==> config.mk <==
export PLATFORM = sky130hd
export DESIGN_NAME = mv_max_scan_ctrl
export DESIGN_NICKNAME = d
export VERILOG_FILES = /design/src/rtl/mv_scan_pkg.sv /design/src/rtl/mv_scan_addr_gen.sv /design/src/rtl/mv_max_scan_ctrl.sv
export SDC_FILE = /design/constraint.sdc
export NUM_CORES = 1
export LEC_CHECK = 0
export ABC_AREA = 1
export ABC_CLOCK_PERIOD_IN_PS = 5980
export CORE_ASPECT_RATIO = 0.9
export CORE_MARGIN = 8
export CORE_UTILIZATION = 45
export DETAILED_ROUTE_END_ITERATION = 8
export PLACE_DENSITY = 0.95
export SLEW_MARGIN = 10
export SYNTH_ARGS = -nofsm -noshare
export SYNTH_HDL_FRONTEND = slang
export SYNTH_SLANG_ARGS = --single-unit
export TNS_END_PERCENT = 100
==> constraint.sdc <==
create_clock -name iClk -period 5.98 [get_ports iClk]
set_clock_uncertainty 0.15 [all_clocks]
set_input_delay 1.196 -clock iClk [delete_from_list [all_inputs] [get_ports iClk]]
set_output_delay 1.196 -clock iClk [all_outputs]
set_load 0.1 [all_outputs]
==> src/rtl/mv_scan_pkg.sv <==
// Shared types and default widths for the max-scan controller.
// Optional threshold qualification is enabled by defining MV_SCAN_THRESH_EN.
package mv_scan_pkg;

    localparam int unsigned POS_W_DEF  = 13;
    localparam int unsigned DATA_W_DEF = 32;

    typedef enum logic [2:0] {
        StIdle,
        StClear,
        StRead,
        StDrain,
        StWait,
        StHold
    } scan_state_e;

endpackage

==> src/rtl/mv_scan_addr_gen.sv <==
// Score RAM address counter with terminal-count detect and a one-cycle
// delayed address/valid pair that feeds the finder stream.
module mv_scan_addr_gen
    import mv_scan_pkg::*;
#(
    parameter int unsigned POS_W = POS_W_DEF
) (
    input  logic             i_clk,
    input  logic             i_reset,
    input  logic             i_clear,
    input  logic             i_read,
    input  logic [POS_W-1:0] i_num,
    output logic [POS_W-1:0] o_addr,
    output logic             o_last,
    output logic [POS_W-1:0] o_pos,
    output logic             o_valid
);

    logic [POS_W-1:0] r_cnt;
    logic [POS_W-1:0] r_pos;
    logic             r_valid;
    logic [POS_W-1:0] w_num_m1;

    // Explicit compare against N-1 so N = 2^POS_W-1 never relies on wrap-around.
    assign w_num_m1 = i_num - POS_W'(1);
    assign o_last   = (r_cnt == w_num_m1);
    assign o_addr   = r_cnt;
    assign o_pos    = r_pos;
    assign o_valid  = r_valid;

    always_ff @(posedge i_clk) begin
        if (i_reset) begin
            r_cnt   <= '0;
            r_pos   <= '0;
            r_valid <= 1'b0;
        end else begin
            if (i_clear) begin
                r_cnt <= '0;
            end else if (i_read && !o_last) begin
                r_cnt <= r_cnt + POS_W'(1);
            end
            r_valid <= i_read;
            r_pos   <= i_read ? r_cnt : '0;
        end
    end

endmodule

==> src/rtl/mv_max_scan_ctrl.sv <==
// Scan controller: clears the max finder, streams the score RAM into it and
// holds the captured maximum under valid/ready. Define MV_SCAN_THRESH_EN for iThreshold.
module mv_max_scan_ctrl
    import mv_scan_pkg::*;
#(
    parameter int unsigned POS_W  = POS_W_DEF,
    parameter int unsigned DATA_W = DATA_W_DEF
) (
    input  logic              iClk,
    input  logic              iReset,
    input  logic              iStart,
    input  logic [POS_W-1:0]  iNum_pos,
    output logic              oRd_en,
    output logic [POS_W-1:0]  oRd_addr,
    input  logic [DATA_W-1:0] iRd_data,
    output logic              oRst_reg,
    output logic [POS_W-1:0]  oPosition,
    output logic [DATA_W-1:0] oData,
    input  logic [DATA_W-1:0] iMax_val,
    input  logic [POS_W-1:0]  iMax_pos,
`ifdef MV_SCAN_THRESH_EN
    input  logic [DATA_W-1:0] iThreshold,
`endif
    output logic              oBusy,
    output logic              oDone_valid,
    input  logic              iDone_ready,
    output logic [DATA_W-1:0] oResult_val,
    output logic [POS_W-1:0]  oResult_pos,
    output logic              oFound
);

    scan_state_e       r_state;
    logic [POS_W-1:0]  r_num;
    logic              r_rd_en;
    logic              r_rst_reg;
    logic              r_busy;
    logic              r_done_valid;
    logic [DATA_W-1:0] r_result_val;
    logic [POS_W-1:0]  r_result_pos;
    logic              r_found;

    logic              w_clear;
    logic              w_last;
    logic [POS_W-1:0]  w_addr;
    logic [POS_W-1:0]  w_pos;
    logic              w_valid;
    logic              w_found;

    assign w_clear = (r_state == StClear);

    mv_scan_addr_gen #(
        .POS_W (POS_W)
    ) u_addr_gen (
        .i_clk   (iClk),
        .i_reset (iReset),
        .i_clear (w_clear),
        .i_read  (r_rd_en),
        .i_num   (r_num),
        .o_addr  (w_addr),
        .o_last  (w_last),
        .o_pos   (w_pos),
        .o_valid (w_valid)
    );

`ifdef MV_SCAN_THRESH_EN
    assign w_found = (iMax_val > iThreshold);
`else
    assign w_found = (iMax_val != '0);
`endif

    // Zero data outside valid pairs can never beat the finder's maximum.
    assign oData       = w_valid ? iRd_data : '0;
    assign oPosition   = w_pos;
    assign oRd_en      = r_rd_en;
    assign oRd_addr    = w_addr;
    assign oRst_reg    = r_rst_reg;
    assign oBusy       = r_busy;
    assign oDone_valid = r_done_valid;
    assign oResult_val = r_result_val;
    assign oResult_pos = r_result_pos;
    assign oFound      = r_found;

    always_ff @(posedge iClk) begin
        if (iReset) begin
            r_state      <= StIdle;
            r_num        <= '0;
            r_rd_en      <= 1'b0;
            r_rst_reg    <= 1'b0;
            r_busy       <= 1'b0;
            r_done_valid <= 1'b0;
            r_result_val <= '0;
            r_result_pos <= '0;
            r_found      <= 1'b0;
        end else begin
            r_rst_reg <= 1'b0;
            unique case (r_state)
                StIdle: begin
                    if (iStart) begin
                        r_num     <= iNum_pos;
                        r_rst_reg <= 1'b1;
                        r_busy    <= 1'b1;
                        r_state   <= StClear;
                    end
                end
                StClear: begin
                    if (r_num == '0) begin
                        r_state <= StWait;
                    end else begin
                        r_rd_en <= 1'b1;
                        r_state <= StRead;
                    end
                end
                StRead: begin
                    if (w_last) begin
                        r_rd_en <= 1'b0;
                        r_state <= StDrain;
                    end
                end
                StDrain: begin
                    r_state <= StWait;
                end
                StWait: begin
                    // The finder never clears its position, so an all-zero scan reports 0.
                    r_result_val <= iMax_val;
                    r_result_pos <= (iMax_val == '0) ? '0 : iMax_pos;
                    r_found      <= w_found;
                    r_done_valid <= 1'b1;
                    r_state      <= StHold;
                end
                StHold: begin
                    if (iDone_ready) begin
                        r_done_valid <= 1'b0;
                        r_busy       <= 1'b0;
                        r_state      <= StIdle;
                    end
                end
                default: begin
                    r_rd_en      <= 1'b0;
                    r_busy       <= 1'b0;
                    r_done_valid <= 1'b0;
                    r_state      <= StIdle;
                end
            endcase
        end
    end

endmodule
==> summary.md <==
| Metric | Value |
|---|---|
| Post-layout min period | approximately 4300 ps |
| # DRC | 0 |
| Clk sink count | 93 |
| RSZ-0062 raised after global routing | false |
| Yosys top cell area share | 42.8% |
| Total CTS buffers | 9 |
| P&R area growth vs syn | 52.7% |
| Critical path required time | ~4600 ps |
| Register area share after synthesis | 42.8% |
| Clk pwr share | 19.8% |
| Hold Buf Count CTS | 0 |
| GRT Util Overall | 22.2% |
| Number of I/O port buffers | between 200 and 250 |
| Die area | 13,100 µm² |
| Start of the worst register-to-register path | r_num[0] |
| Max FO, Critical Path | 1 |
| Max cap viols | 0 |
| CTS Buffer Depth | 2 |
| Vias in the first global route | 4,901 |
| ANT nets after route | 0 |
| Largest net degree at the start of global routing | 48 |
| Final GP Congestion | approximately 0.9 |
| Initial antenna violation count | 0 |
| Area of the mapped netlist | 4350 µm² |
| Die height | roughly 110 µm |
| Reg2reg path depth | 12 |
| Worst path arrival time | approximately 3000 ps |
| Io pins | a little over 200 |
| Total grt overflow | 0 |
| CTS Root Cell | clkbuf_8 |
| Post-CTS Setup Repair Bufs | 0 |
| Number of synthesized register bits | 93 |
| DRT Wirelength | between 10,000 and 15,000 µm |
| Yosys Warn Count | 0 |
| Worst slew pin tran | 1090 ps |
| Most numerous cell in the Yosys netlist | nand2_1 |
| Max Freq | 0.231 GHz |
| Fraction of registers with async set/reset | 0% |
| Final hold violation count | 0 |
| Core area | 9530 µm² |
| Peak supply drop | 217 µV |
| Psw | 1.09 mW |
| DP Area | 6420 µm² |
| Switching share of power | 48.2% |
| CTS tree | yes |
| Synth area leaders | dfxtp_1 (43%), nand2_1 (11%), nor2_1 (8.8%), inv_1 (7.1%), o21ai_0 (5.8%) |
| Reg clk slew, reported paths | 90 ps |
| First-pass GRT wire length | between 20,000 and 25,000 µm |
| Avg Inst Size Synth | 6.89 µm² |
| Vias | 4,749 |
| Vias per cell | between 4 and 5 |
| Final Net Count | approximately 920 |
| Distinct cells, synth | 30 |
| Critical path capture point type | output port |
| Post-synth top cells | nand2_1 (133), nor2_1 (102), dfxtp_1 (93) |
| Largest register FFs | 32 |
| Seq pwr share | roughly a third |
| Outcome | finished clean |
| Startpoint Class | primary input |
| R2R Setup Slk | 3460 ps |
| Power per standard cell area | roughly 340 nW/µm² |
| Routed length per placed instance | between 15 and 20 µm |
| Ant. Diodes | 0 |
| Max_slew headroom | 27.1% |
| Critical path class | primary input to output port |
| Critical Path Sink | oData[7] |
| Drt pass-1 iters | 5 |
| Final Cell Area | 6640 µm² |
| Clk Latency, worst-skew pair | 360 ps |
| Syn Inst Count | 631 |
| Post-synth EDFFs | 0 |
| Number of gates resized after CTS | 0 |
| Fin crit share | 72.4% |
| DIE WIDTH | 120 µm |
| HP Class | register to register |
| Layout cells sized above 1 | 6.07% |
| Core occupancy in the finished layout | a little over two thirds |
| H-Tree Depth | 3 |
| Post-synth top flop | dfxtp_1 |
| Iter 0 DRT Violations | 225 |
| Row count | 34 |
| Mapped Nets | approximately 730 |
| Biggest area consumer among synthesized cells | dfxtp_1 |
| HPWL after DPL | 11,400 µm |
| Critical Path Start | iRd_data[7] |
| Combinational share of power | between 40% and 50% |
| Leakage | about 2.8 nW |
| Reg2reg end | u_addr_gen.o_addr[6] |
| Setup TNS | 0 ps |
| Fin. max-slew vios | 0 |
| Final setup vio count | 0 |
| Cell-internal power | 1.17 mW |
| Starting Density | 45.6% |
==> cell type report <==
type	instances	area, µm²
flip-flops and latches	93	1860
repair buffers	204	2030
clock buffers	9	124
well taps	126	158
multi-input cells	429	2060
clock inverters	7	87.6
fillers	765	2890
inverters	82	308
==> through the flow <==
stage	worst slack (ps)	power, mW	std cells	hold slack (ps)
final	1650	2.26	950	312
after global routing	1610	2.38	950	343
after global placement	1680	1.80	934	294
after floorplan	2800	1.55	631	307
after CTS	1650	2.27	950	321
after detailed placement	1650	1.82	934	305
==> worst max-delay path, stage by stage <==
cell and delay (ps):
clkdlybuf4s50_1 470, nand2_1 80, inv_1 100, clkdlybuf4s50_1 1130
==> routing by layer <==
metal	global-route usage [%]	up-vias	share of wire, %
li1	-	2348	-
met1	23.7	2175	38
met2	38.5	194	49
met3	10.2	32	10
met5	0	-	0
met4	7.84	0	2.7
==> cell usage in the layout, fill, tap and decap left out, drive strengths merged, types with 2 or more instances in the layout <==
cell           synthesis  layout
a21oi                 43      43
inv                   82      86
o21ai                 53      53
clkbuf                19       9
nor2                 113     113
nand2                139     139
clkdlybuf4s50          0     201
nand3                 37      37
xor2                  14      14
nand4                  3       3
clkinv                 0       2
nor4                   8       8
buf                    8       3
ha                     3       3
xnor2                  4       4
dfxtp                 93      93
nor3                   8       8
==> power by group through the flow <==
stage                     combinational, mW  clock (mW)  sequential (mW)
final                                  1.07       0.449            0.749
after global placement                 1.05           0            0.758
after detailed placement               1.06           0            0.761
after global routing                   1.14       0.483            0.760
after CTS                              1.07       0.455            0.748
after floorplan                       0.508           0             1.04
==> cell families after synthesis <==
kind of cell    Yosys count  synth area share (%)
fa+ha+maj                 3                 0.864
buf+inv                 109                  9.73
compound gates           99                  12.7
simple gates            309                  30.2
xor+xnor                 18                  3.63
flops                    93                  42.8
==> worst min-delay path by stage <==
stage | from | endpoint | slack (ps) | depth (start not counted)
after floorplan | r_num[11] | r_num[11] | 310 | 2
after global placement | oBusy | oBusy | 290 | 2
after detailed placement | oResult_pos[8] | oResult_pos[8] | 300 | 2
after CTS | oResult_pos[9] | oResult_pos[9] | 320 | 2
after global routing | oBusy | oBusy | 340 | 2
final | oBusy | oBusy | 310 | 2
Note: power is estimated with default switching activity, not from simulation.
